===== src/rtl/psum_collector_pkg.sv =====
// rtl/psum_collector_pkg.sv - shared types and width helpers for psum_collector
package psum_collector_pkg;

  typedef enum logic {
    IDLE = 1'b0,
    ACC  = 1'b1
  } state_e;

  // Position of a beat within its group, carried alongside the S1 sum.
  typedef struct packed {
    logic first;
    logic last;
  } beat_tag_t;

  function automatic int calc_psum_w(input int in_size_0, input int in_size_1);
    return in_size_0 + in_size_1 + 8;
  endfunction

  function automatic int calc_acc_w(input int psum_w, input int max_beats);
    return psum_w + 1 + $clog2(max_beats);
  endfunction

endpackage


===== src/rtl/psum_collector_result_fifo.sv =====
// rtl/psum_collector_result_fifo.sv - 2-entry result FIFO; push and pop may coincide at any fill level
module result_fifo #(
  parameter int W = 25
) (
  input  logic         clk_i,
  input  logic         rst_i,
  input  logic         push_i,
  input  logic [W-1:0] push_data_i,
  input  logic         pop_i,
  output logic         full_o,
  output logic         empty_o,
  output logic [1:0]   count_o,
  output logic [W-1:0] head_o
);

  logic [W-1:0] mem_q [2];
  logic         rd_ptr_q;
  logic         wr_ptr_q;
  logic [1:0]   count_q;
  logic         do_pop;
  logic         do_push;

  assign do_pop  = pop_i && (count_q != 2'd0);
  assign do_push = push_i && ((count_q != 2'd2) || do_pop);

  always_ff @(posedge clk_i) begin
    if (rst_i) begin
      mem_q[0] <= '0;
      mem_q[1] <= '0;
      rd_ptr_q <= 1'b0;
      wr_ptr_q <= 1'b0;
      count_q  <= 2'd0;
    end else begin
      if (do_push) begin
        mem_q[wr_ptr_q] <= push_data_i;
        wr_ptr_q        <= ~wr_ptr_q;
      end
      if (do_pop) begin
        rd_ptr_q <= ~rd_ptr_q;
      end
      count_q <= count_q + {1'b0, do_push} - {1'b0, do_pop};
    end
  end

  assign full_o  = (count_q == 2'd2);
  assign empty_o = (count_q == 2'd0);
  assign count_o = count_q;
  assign head_o  = empty_o ? '0 : mem_q[rd_ptr_q];

endmodule


===== src/rtl/psum_collector.sv =====
// rtl/psum_collector.sv - adds redundant partial-sum pairs, accumulates beats into groups, queues results
module psum_collector
  import psum_collector_pkg::*;
#(
  parameter int IN_SIZE_0 = 4,
  parameter int IN_SIZE_1 = 8,
  parameter int PSUM_W    = calc_psum_w(IN_SIZE_0, IN_SIZE_1),
  parameter int MAX_BEATS = 16,
  parameter int LEN_W     = $clog2(MAX_BEATS) + 1,
  parameter int ACC_W     = calc_acc_w(PSUM_W, MAX_BEATS)
) (
  input  logic                   clk_i,
  input  logic                   rst_i,
  input  logic [LEN_W-1:0]       cfg_len_i,
  input  logic                   in_valid_i,
  output logic                   in_ready_o,
  input  logic [1:0][PSUM_W-1:0] in_psum_i,
  output logic                   out_valid_o,
  input  logic                   out_ready_i,
  output logic [ACC_W-1:0]       out_data_o,
  output logic                   busy_o
);

  typedef struct packed {
    logic signed [PSUM_W:0] sum;
    beat_tag_t              tag;
  } s1_beat_t;

  state_e           state_q, state_d;
  logic [LEN_W-1:0] cnt_q, cnt_d;
  logic [LEN_W-1:0] len_q, len_d;
  logic [LEN_W-1:0] eff_len;
  beat_tag_t        beat_tag;

  s1_beat_t         s1_q, s1_d;
  logic             s1_valid_q;
  logic [ACC_W-1:0] acc_q;
  logic [ACC_W-1:0] sum_ext;
  logic             s2_last_q;
  logic             in_ready_q, in_ready_d;

  logic             accept;
  logic             fifo_full, fifo_empty, pop_eff;
  logic [1:0]       fifo_count;
  logic [2:0]       count_d, reserved_d;

  assign accept  = in_valid_i && in_ready_q;
  assign eff_len = (cfg_len_i == '0) ? LEN_W'(1) : cfg_len_i;

  always_ff @(posedge clk_i) begin
    if (rst_i) begin
      state_q <= IDLE;
      cnt_q   <= '0;
      len_q   <= '0;
    end else begin
      state_q <= state_d;
      cnt_q   <= cnt_d;
      len_q   <= len_d;
    end
  end

  // Length is latched on the first beat so later cfg_len_i changes cannot reshape the group.
  always_comb begin
    state_d = state_q;
    cnt_d   = cnt_q;
    len_d   = len_q;
    if (accept) begin
      if (state_q == IDLE) begin
        len_d = eff_len;
        cnt_d = LEN_W'(1);
        if (eff_len != LEN_W'(1)) state_d = ACC;
      end else begin
        cnt_d = cnt_q + LEN_W'(1);
        if ((cnt_q + LEN_W'(1)) == len_q) state_d = IDLE;
      end
    end
  end

  always_comb begin
    beat_tag.first = (state_q == IDLE);
    beat_tag.last  = (state_q == IDLE) ? (eff_len == LEN_W'(1))
                                       : ((cnt_q + LEN_W'(1)) == len_q);
  end

  always_comb begin
    s1_d.sum = {in_psum_i[0][PSUM_W-1], in_psum_i[0]} + {in_psum_i[1][PSUM_W-1], in_psum_i[1]};
    s1_d.tag = beat_tag;
  end

  assign sum_ext = {{(ACC_W-PSUM_W-1){s1_q.sum[PSUM_W]}}, s1_q.sum};

  // A last beat reserves a FIFO slot from acceptance until its push, so overflow is impossible.
  assign pop_eff    = out_ready_i && !fifo_empty;
  assign count_d    = {1'b0, fifo_count} + {2'b0, s2_last_q} - {2'b0, pop_eff};
  assign reserved_d = count_d + {2'b0, accept && beat_tag.last}
                              + {2'b0, s1_valid_q && s1_q.tag.last};
  assign in_ready_d = (reserved_d < 3'd2) && !(fifo_full && !pop_eff);

  always_ff @(posedge clk_i) begin
    if (rst_i) begin
      s1_valid_q <= 1'b0;
      s1_q       <= '0;
      acc_q      <= '0;
      s2_last_q  <= 1'b0;
      in_ready_q <= 1'b1;
    end else begin
      s1_valid_q <= accept;
      if (accept) s1_q <= s1_d;
      if (s1_valid_q) acc_q <= s1_q.tag.first ? sum_ext : acc_q + sum_ext;
      s2_last_q  <= s1_valid_q && s1_q.tag.last;
      in_ready_q <= in_ready_d;
    end
  end

  result_fifo #(
    .W (ACC_W)
  ) u_fifo (
    .clk_i       (clk_i),
    .rst_i       (rst_i),
    .push_i      (s2_last_q),
    .push_data_i (acc_q),
    .pop_i       (out_ready_i),
    .full_o      (fifo_full),
    .empty_o     (fifo_empty),
    .count_o     (fifo_count),
    .head_o      (out_data_o)
  );

  assign in_ready_o  = in_ready_q;
  assign out_valid_o = !fifo_empty;
  assign busy_o      = (state_q == ACC) || s1_valid_q;

endmodule


===== config.mk =====
export PLATFORM = sky130hd
export DESIGN_NAME = psum_collector
export DESIGN_NICKNAME = d
export VERILOG_FILES = /design/src/rtl/psum_collector_pkg.sv /design/src/rtl/psum_collector_result_fifo.sv /design/src/rtl/psum_collector.sv
export SDC_FILE = /design/constraint.sdc
export NUM_CORES = 1
export LEC_CHECK = 0
export ABC_CLOCK_PERIOD_IN_PS = 6500
export CAP_MARGIN = 10
export CORE_MARGIN = 3
export CORE_UTILIZATION = 65
export CTS_CLUSTER_DIAMETER = 40
export DETAILED_ROUTE_END_ITERATION = 8
export DONT_BUFFER_PORTS = 1
export PLACE_DENSITY = 0.81
export SYNTH_ARGS = -nofsm -noshare
export SYNTH_HDL_FRONTEND = slang
export SYNTH_SLANG_ARGS = --single-unit

===== constraint.sdc =====
create_clock -name clk_i -period 6.5 [get_ports clk_i]
set_clock_uncertainty 0.15 [all_clocks]
set_input_delay 1.625 -clock clk_i [delete_from_list [all_inputs] [get_ports clk_i]]
set_output_delay 1.625 -clock clk_i [all_outputs]
set_load 0.05 [all_outputs]

==> flow_summary.ini, run 1 <==
[grt]
maximum_number_of_pins_on_one_net_before_global_route_repair = 60
gr-usage-all-layers_pct = 25.7
busiest_layer = met2
grt_antenna_before_repair = 0
grt_pass1_wl_um = 26400
groute.layer.met3.usage_pct = 6.55
via_count_of_the_first_global_routing_pass = 5618
globalRoute.totalOverflow = 0
grtUsageMet1_pct = 33.5
grtUsageMet2_pct = 42.0

[timing]
max-slew-margin-rel_pct = 34.4
worst_pin_slew_ns = 0.983
timing.final.max_slew_violations = 0
post-route-min-period_ns = 4.34
fin_setup_tns_ns = 0
fin_hold_ws_ns = 0.318
fmax_ghz = 0.230
rsz0062_at_grt = false
report.final.hold_viol_count = 0
fin_ws_ns = 2.16
setup_viol = 0
fin_crit_sh_pct = 66.8

[clock_network]
cts_setup_buffers = 0
htree_levels = 4
clk_root_buffer_cell = sky130_fd_sc_hd__clkbuf_8
cts.repair.resized = 0
tritoncts_num_sinks = 117
clock_tree_from_tritoncts = done
cts.clk_slew.worst_paths_ns = 0.06
clock_insertion_delay_worst_skew_ns = 0.52
ctsLongestPathBuffers = 2
post_cts_hold_buffer_count = 0
clock_buffer_count_from_cts = 17

[synth]
synthTopCellsByArea = sky130_fd_sc_hd__edfxtp_1 21%, sky130_fd_sc_hd__dfxtp_1 19%, sky130_fd_sc_hd__ha_1 8.6%
syn-cell-area_um2 = 7130
yosysTopAreaCell = sky130_fd_sc_hd__edfxtp_1
synth_top_cells_by_count = 74 x sky130_fd_sc_hd__nor2_1, 67 x sky130_fd_sc_hd__dfxtp_1, 67 x sky130_fd_sc_hd__nand2_1
post_synth_num_cell_types = 61
synth.ff_latch_count = 117
post_synthesis_async_set_or_reset_flop_share_pct = 0
number_of_flops_mapped_to_enable_cells_by_yosys = 50
syn-mean-instance-area_um2 = 9.18
synthMostInstantiatedCell = sky130_fd_sc_hd__nor2_1
synthFlopType = sky130_fd_sc_hd__dfxtp_1
synth-seq-area-share_pct = 39.9
count_of_mapped_cells_out_of_synthesis = 777
synth.yosys.warnings = 0
synth_top_area_share_pct = 21.0
synth.net_count = 879

[job]
max_cap_violations = 0

[detailed_routing]
post_drt_antenna_nets = 0
drt-pass1-iter-count = 5
wl_per_cell_um = 16.7
drt-total-wl_um = 15200
drtIter0Drc = 329
drt-vias-per-instance = 6.15
routed-via-count = 5625
drc_violation_count_after_routing = 0

[placement]
detailed_place.area_um2 = 7200
placement.io_buffers = 0
dp_hpwl_um = 10800
dp_slack_ns = 1.63
gp_congestion = 0.881
dp_cells = 882

[layout]
fin_cells = 914
share_of_post_route_cells_with_drive_strength_above_1_pct = 7.46
nNetsFinal = 867
fill_cells = 767
syn_to_final_growth_pct = 8.93
antenna-diode-count = 0
finish.instance_area_um2 = 7770
final_core_util_pct = 73.9

[setup_path]
worstSetupEndpointType = flip-flop
crit_family = simple AND/OR/NAND/NOR gates
crit_path_max_incr_delay_ns = 0.53
worst_ep_required_time_ns = 6.75
timing.critical_path.cells = and2_0 > buf_4 > nand2_1 > or4_1 > o31a_1 > ha_1 > fa_1 > nand2b_1 > fa_1 > xor2_1 > nand3_1 > nand2_1
criticalPathCategory = input pin to flip-flop
cp.buffers_inverters = 1
worst-path-max-fanout = 24
slowest_stage = sky130_fd_sc_hd__or4_1
cp_data_arrival_time_ns = 4.59
setup.worst_path.start_class = input pin

[min_path]
hold_path.class = flip-flop to flip-flop

[die]
design.die.area_um2 = 12300
row_count = 37
floorplan.die.height_um = 111
starting_density_of_the_core_pct = 67.9
coreArea_um2 = 10500
die-width_um = 111
io_pins = 77

[power_and_ir_drop]
standby_leakage_power_nw = 3.14
power_mw = 2.35
vdd.ir_drop.worst_mv = 0.222
power-per-cell-area_nw_per_um2 = 303

[status]
status = completed
## sequential cells by signal, summed over array words and instances, names as in the netlist, 2 cells and up, named ones only
name,flops
s1_q,23
u_fifo.count_o,2
cnt_q,5
u_fifo.mem_q,50
acc_q,25
len_q,5
## where the power goes
part	switching [mW]	total, mW	internal [mW]
logic	0.414	0.606	0.191
registers	0.0509	0.871	0.820
clock network	0.326	0.879	0.552
total	0.792	2.35	1.56
## worst reg2reg max path: cells and delay by family (launching register included)
| kind | cells | cell delay [ns] |
|---|---|---|
| adders and majority gates | 3 | 1.11 |
| DFF | 1 | 0.70 |
| AOI/OAI and AO/OA | 1 | 0.34 |
| and+or+nand+nor | 6 | 1.23 |
| buffers and inverters | 1 | 0.25 |
| xor gates and xnor gates | 1 | 0.15 |
## layout by cell type (no fill, tap or decap), types with 22 or more instances in the layout
cell type and count:
sky130_fd_sc_hd__a21oi_1 49, sky130_fd_sc_hd__mux2i_1 27, sky130_fd_sc_hd__nand2_1 67, sky130_fd_sc_hd__o21ai_0 37, sky130_fd_sc_hd__dfxtp_1 67, sky130_fd_sc_hd__inv_1 22, sky130_fd_sc_hd__and2_1 48, sky130_fd_sc_hd__edfxtp_1 50
sky130_fd_sc_hd__xor2_1 23, sky130_fd_sc_hd__nor2_1 73, sky130_fd_sc_hd__ha_1 49
## path summary, 6_finish.rpt
| check | start | endpoint | slack [ns] | depth (start not counted) |
|---|---|---|---|---|
| worst max-delay path | in_valid_i | in_ready_o | 2.16 | 12 |
| worst max register to register | in_ready_o | in_ready_o | 2.46 | 12 |
| worst min-delay path | s1_q[17] | s1_q[17] | 0.32 | 2 |
| worst min register to register | s1_q[17] | s1_q[17] | 0.32 | 2 |
## area by class of cell
class	instances	area, µm²	area share [%]
multi-input combinational	598	4040	52.0
timing repair buffer	8	60.1	0.773
sequential	117	2840	36.6
clock buffer	21	474	6.10
clock inverter	11	95.1	1.22
tap	136	170	2.19
inverter	23	86.3	1.11
## cell families after synthesis
family,after synthesis,synth area share (%)
AOI/OAI and AO/OA,199,18.6
xor gates and xnor gates,43,5.28
adders and majority gates,53,9.72
buffers and inverters,62,3.58
DFF,117,39.9
muxes,28,3.95
and+or+nand+nor,275,19.1
## per-layer routing
metal / share of wire, % / wire length (µm)
met2: 47 / 7150
met4: 1.2 / 188
met1: 46 / 7000
met3: 5.8 / 879
met5: 0 / 0
Note: power is estimated with default switching activity, not from simulation.
==> inputs of run 2 (changes only) <==
- ABC_AREA: unset -> 1
- ABC_CLOCK_PERIOD_IN_PS: 6500 -> 3800
- CORE_UTILIZATION: 65 -> 59
- PLACE_DENSITY: 0.81 -> 0.78
- clock period: 6.5 -> 3.8 ns (I/O delays scaled with it)
==> flow_summary.ini, run 2 <==
[timing]
fin_ws_ns = 0.659
max-slew-margin-rel_pct = 59.7
post-route-min-period_ns = 3.14
fin_hold_ws_ns = 0.315
worst_pin_slew_ns = 0.604
setup_viol = 0
fin_setup_tns_ns = 0
timing.final.max_slew_violations = 0
rsz0062_at_grt = false
fmax_ghz = 0.318
report.final.hold_viol_count = 0
fin_crit_sh_pct = 82.7

[power_and_ir_drop]
netSwitchingPower_mw = 1.46
combinationalPowerShare_pct = 27.4
power.clock.fraction_pct = 36.6
vdd.ir_drop.worst_mv = 0.252
power-per-cell-area_nw_per_um2 = 479
seq_power_share_pct = 36.0
standby_leakage_power_nw = 4.13
power_report.internal_total_mw = 2.74
power.share.switching_pct = 34.7

[synth]
synth_top_area_share_pct = 19.2
yosysTopAreaCell = sky130_fd_sc_hd__edfxtp_1
syn-mean-instance-area_um2 = 7.02
number_of_flops_mapped_to_enable_cells_by_yosys = 50
post_synthesis_async_set_or_reset_flop_share_pct = 0
synth_top_cells_by_count = 280 x sky130_fd_sc_hd__nand2_1, 156 x sky130_fd_sc_hd__inv_1, 122 x sky130_fd_sc_hd__nor2_1
synth.ff_latch_count = 117
synthFlopType = sky130_fd_sc_hd__dfxtp_1
synthMostInstantiatedCell = sky130_fd_sc_hd__nand2_1
synth-seq-area-share_pct = 36.4
syn-cell-area_um2 = 7800
synth.net_count = 1213
synthTopCellsByArea = sky130_fd_sc_hd__edfxtp_1 19%, sky130_fd_sc_hd__dfxtp_1 17%, sky130_fd_sc_hd__nand2_1 13%
count_of_mapped_cells_out_of_synthesis = 1111
synth.yosys.warnings = 0
post_synth_num_cell_types = 39

[layout]
layout_top_registers = u_fifo.mem_q x50, acc_q x25, s1_q x23
antenna-diode-count = 0
share_of_post_route_cells_with_drive_strength_above_1_pct = 9.76
largest_register_ff_count = 50
nNetsFinal = 1237
most_common_cell_after_layout_fill_and_taps_aside = sky130_fd_sc_hd__nand2_1
register_with_the_most_flip_flops = u_fifo.mem_q
syn_to_final_growth_pct = 12.2
mostFrequentLayoutCells = 280 x sky130_fd_sc_hd__nand2_1, 156 x sky130_fd_sc_hd__inv_1, 121 x sky130_fd_sc_hd__a21oi_1, 121 x sky130_fd_sc_hd__nor2_1, 67 x sky130_fd_sc_hd__dfxtp_1

[grt]
gr-usage-all-layers_pct = 25.3
globalRoute.totalOverflow = 0
via_count_of_the_first_global_routing_pass = 6645
grt_antenna_before_repair = 0
maximum_number_of_pins_on_one_net_before_global_route_repair = 48
grt_pass1_wl_um = 30000

[placement]
dp_slack_ns = 0.237
dp_hpwl_um = 13400
placement.io_buffers = 0
gp_congestion = 0.986

[die]
starting_density_of_the_core_pct = 61.1
design.die.area_um2 = 14600
floorplan.die.height_um = 121
row_count = 41
io_pins = 77
die-width_um = 121
coreArea_um2 = 12800

[min_path]
hold_path.class = flip-flop to flip-flop

[setup_path]
rr_worst_depth = 15
reg2reg_to = in_ready_o
setup.worst_path.start = in_valid_i
cp-endpoint = in_ready_o
internal_reg_to_reg_setup_slack_ns = 0.70
setup.worst_path.start_class = input pin
worst_ep_required_time_ns = 3.95
cp_data_arrival_time_ns = 3.29
worst-path-max-fanout = 5
criticalPathCategory = input pin to flip-flop
crit-reg2reg-launch = cnt_q[0]
worstSetupEndpointType = flip-flop

[clock_network]
cts.repair.resized = 0
cts.clk_slew.worst_paths_ns = 0.06
clock_buffer_count_from_cts = 17
clock_tree_from_tritoncts = done
htree_levels = 4
tritoncts_num_sinks = 117
ctsLongestPathBuffers = 2
post_cts_hold_buffer_count = 0
clock_insertion_delay_worst_skew_ns = 0.41
clk_root_buffer_cell = sky130_fd_sc_hd__clkbuf_16
cts_setup_buffers = 0

[status]
status = completed

[detailed_routing]
drt-vias-per-instance = 5.38
met3WireLength_um = 1140
drt-total-wl_um = 17900
routedLengthMet1_um = 8010
met2_length_um = 8330
routed-via-count = 7097
post_drt_antenna_nets = 0
dr.max_layer_used = met4
wl_per_cell_um = 13.6
drtIter0Drc = 473
drc_violation_count_after_routing = 0
drt-pass1-iter-count = 5

[job]
max_cap_violations = 0
[run 2: worst min path at each step]
stage | startpoint | endpoint | slack [ns] | cells past startpoint
after global routing | u_fifo.rd_ptr_q | u_fifo.rd_ptr_q | 0.33 | 1
after global placement | u_fifo.rd_ptr_q | u_fifo.rd_ptr_q | 0.29 | 1
final | u_fifo.rd_ptr_q | u_fifo.rd_ptr_q | 0.31 | 1
after detailed placement | u_fifo.rd_ptr_q | u_fifo.rd_ptr_q | 0.30 | 1
after CTS | u_fifo.rd_ptr_q | u_fifo.rd_ptr_q | 0.31 | 1
after floorplan | u_fifo.rd_ptr_q | flip-flop | 0.28 | 1
[run 2: cell families (layout without fill, tap and decap cells)]
kind of cell             after synthesis  count (layout)  synth area share [%]
AND/OR/NAND/NOR                      514             514                  27.6
adder cells (fa/ha/maj)               53              53                  8.89
XOR/XNOR                              30              30                  3.37
AO/OA/AOI/OAI                        202             202                  14.3
flip-flops                           117             117                  36.4
buffers and inverters                195             232                  9.48
[run 2: cell type report]
| class | instances | area, µm² |
|---|---|---|
| flip-flops and latches | 117 | 2840 |
| clock inverters | 11 | 83.8 |
| fillers | 1056 | 4020 |
| clock buffers | 21 | 503 |
| repair buffers | 37 | 278 |
| multi-input cells | 799 | 4220 |
| well taps | 172 | 215 |
| inverters | 163 | 612 |
[run 2: per-stage QoR]
stage	total power [mW]	std cells	instance area, µm²	util, %
floorplan	2.40	1111	7800	-
global placement	2.65	1288	8170	64.0
detailed placement	2.67	1288	8170	64.0
CTS	4.21	1320	8760	68.5
global route	4.42	1320	8760	68.5
finish	4.19	1320	8760	68.5
[run 2: critical path: stages]
cell and delay, ns:
sky130_fd_sc_hd__nand2_1 0.08, sky130_fd_sc_hd__nor2_2 0.21, sky130_fd_sc_hd__inv_1 0.11, sky130_fd_sc_hd__nor2_1 0.12
sky130_fd_sc_hd__nand2_1 0.05, sky130_fd_sc_hd__nand3b_1 0.14, sky130_fd_sc_hd__nand2_1 0.11, sky130_fd_sc_hd__inv_1 0.06
sky130_fd_sc_hd__ha_1 0.28, sky130_fd_sc_hd__fa_1 0.43, sky130_fd_sc_hd__inv_1 0.06, sky130_fd_sc_hd__nand2_1 0.05
sky130_fd_sc_hd__fa_1 0.37, sky130_fd_sc_hd__xor2_1 0.15, sky130_fd_sc_hd__nand3_1 0.07, sky130_fd_sc_hd__nand2_1 0.05
[run 2: power by group through the flow]
stage / sequential, mW / combinational, mW / clock, mW
6_report: 1.51 / 1.15 / 1.54
2_1_floorplan: 1.51 / 0.896 / 0
4_1_cts: 1.51 / 1.15 / 1.55
3_5_place_dp: 1.53 / 1.14 / 0
3_3_place_gp: 1.53 / 1.12 / 0
5_1_grt: 1.52 / 1.29 / 1.61
[run 2: metal layers]
layer / GRT usage [%] / vias to the layer above
met3: 4.38 / 43
met5: 0 / -
li1: - / 3658
met1: 32.2 / 3179
met4: 9.99 / 0
met2: 42.9 / 217
==> inputs of run 3 (changes only) <==
- ABC_CLOCK_PERIOD_IN_PS: 3800 -> 3000
- CORE_UTILIZATION: 59 -> 65
- PLACE_DENSITY: 0.78 -> 0.81
- clock period: 3.8 -> 3 ns (I/O delays scaled with it)
==> flow_summary.ini, run 3 (same netlist as run 2, synthesis figures left out) <==
[status]
status = completed

[grt]
via_count_of_the_first_global_routing_pass = 7177
busiest_layer = met2
groute.layer.met3.usage_pct = 7.15
globalRoute.totalOverflow = 0
grt_pass1_wl_um = 32900
gr-usage-all-layers_pct = 31.0
maximum_number_of_pins_on_one_net_before_global_route_repair = 48
grtUsageMet1_pct = 36.9
grt_antenna_before_repair = 0
grtUsageMet2_pct = 55.4

[detailed_routing]
post_drt_antenna_nets = 0
wl_per_cell_um = 15.2
drt-total-wl_um = 19800
drt-pass1-iter-count = 5
drc_violation_count_after_routing = 0
drt-vias-per-instance = 5.61
routed-via-count = 7287
drtIter0Drc = 649

[clock_network]
clock_buffer_count_from_cts = 17
clock_tree_from_tritoncts = done
cts_setup_buffers = 0
post_cts_hold_buffer_count = 0
ctsLongestPathBuffers = 2
htree_levels = 4
clk_root_buffer_cell = sky130_fd_sc_hd__clkbuf_16
cts.clk_slew.worst_paths_ns = 0.06
clock_insertion_delay_worst_skew_ns = 0.43
tritoncts_num_sinks = 117

[layout]
mostFrequentLayoutCells = 278 x sky130_fd_sc_hd__nand2_1, 154 x sky130_fd_sc_hd__inv_1, 121 x sky130_fd_sc_hd__a21oi_1
fill_cells = 932
share_of_post_route_cells_with_drive_strength_above_1_pct = 11.5
largest_register_ff_count = 50
antenna-diode-count = 0
most_common_cell_after_layout_fill_and_taps_aside = sky130_fd_sc_hd__nand2_1
layout_top_registers = u_fifo.mem_q x50, acc_q x25, s1_q x23
nNetsFinal = 1245
register_with_the_most_flip_flops = u_fifo.mem_q
syn_to_final_growth_pct = 13.6
finish.instance_area_um2 = 8860
final_core_util_pct = 76.6

[power_and_ir_drop]
power-per-cell-area_nw_per_um2 = 620
standby_leakage_power_nw = 4.18
vdd.ir_drop.worst_mv = 0.494
power_mw = 5.50

[setup_path]
crit-reg2reg-launch = cnt_q[1]
setup.worst_path.start = cnt_q[1]
setup.worst_path.start_class = flip-flop
path_common_cell = sky130_fd_sc_hd__nand2_1
worst-path-max-fanout = 3
slowest_stage = sky130_fd_sc_hd__fa_2
criticalPathCategory = flip-flop to flip-flop
worst_ep_required_time_ns = 3.22
timing.critical_path.cells = ha_4 > xnor2_2 > nand2_1 > nor2_2 > nand2_1 > nand3b_1 > nand2_2 > inv_2 > ha_4 > fa_1 > inv_1 > nand2_1 > fa_2 > nand3_1 > nand2_1
crit_path_max_incr_delay_ns = 0.52
cp_data_arrival_time_ns = 3.16
worstSetupEndpointType = flip-flop

[placement]
detailed_place.area_um2 = 8210
gp_congestion = 0.966
placement.io_buffers = 0
dp_hpwl_um = 14200

[die]
row_count = 39
starting_density_of_the_core_pct = 67.5
floorplan.die.height_um = 116
coreArea_um2 = 11600
die-width_um = 116
io_pins = 77
design.die.area_um2 = 13400

[timing]
fin_hold_ws_ns = 0.241
max-slew-margin-rel_pct = 52.3
report.final.hold_viol_count = 0
rsz0062_at_grt = true
worst_pin_slew_ns = 0.715
post-route-min-period_ns = 2.93
fin_crit_sh_pct = 97.8
timing.final.max_slew_violations = 0
setup_viol = 0
fmax_ghz = 0.341

[job]
max_cap_violations = 0

[min_path]
min_from = rst_i
hold_path.class = input pin to flip-flop
==> run 3: final cells by class <==
cell class,instances,area [µm²],area share (%)
Inverter,163,612,6.91
Timing Repair Buffer,45,338,3.81
Clock inverter,15,169,1.91
Multi-Input combinational cell,799,4290,48.4
Sequential cell,117,2850,32.1
Tap cell,143,179,2.02
Clock buffer,17,425,4.80
==> run 3: worst paths after layout <==
kind,endpoint,slack [ns],cells past startpoint
min,acc_q[18],0.24,1
max,in_ready_o,0.07,15
min reg2reg,acc_q[9],0.33,2
max reg2reg,in_ready_o,0.07,15
==> run 3: through the flow <==
stage	worst slack (ns)	TNS, ns	cells
3_5_place_dp	-0.0904	-0.0904	1267
2_1_floorplan	-0.0944	-0.0944	1111
4_1_cts	0.00956	0	1299
5_1_grt	-0.0612	-0.0612	1299
6_report	0.0657	0	1299
3_3_place_gp	-0.0409	-0.0409	1267
==> run 3: critical path: cells and delay by family (launching register included) <==
family / cells / cell delay (ns)
simple gates: 8 / 0.70
xor+xnor: 1 / 0.16
flops: 1 / 0.36
fa+ha+maj: 4 / 1.42
buf+inv: 2 / 0.11
==> run 3: repair_timing <==
item	4_1_cts	5_1_grt
gates resized for setup	4	7
pin swaps	4	3
endpoints found under the setup margin	1	1
==> run 3: routing by layer <==
| metal | vias up | part of all wire (%) | wire (µm) |
|---|---|---|---|
| li1 | 3677 | - | - |
| met1 | 3308 | 41 | 8200 |
| met2 | 268 | 50 | 9850 |
| met3 | 34 | 7.0 | 1380 |
| met4 | 0 | 1.9 | 368 |
| met5 | - | 0 | 0 |
==> run 3: power by group <==
part | leakage (nW) | internal, mW | switching [mW]
logic | 2.83 | 0.499 | 1.04
clock network | 0.284 | 1.24 | 0.801
registers | 1.07 | 1.80 | 0.122
total | 4.18 | 3.54 | 1.96
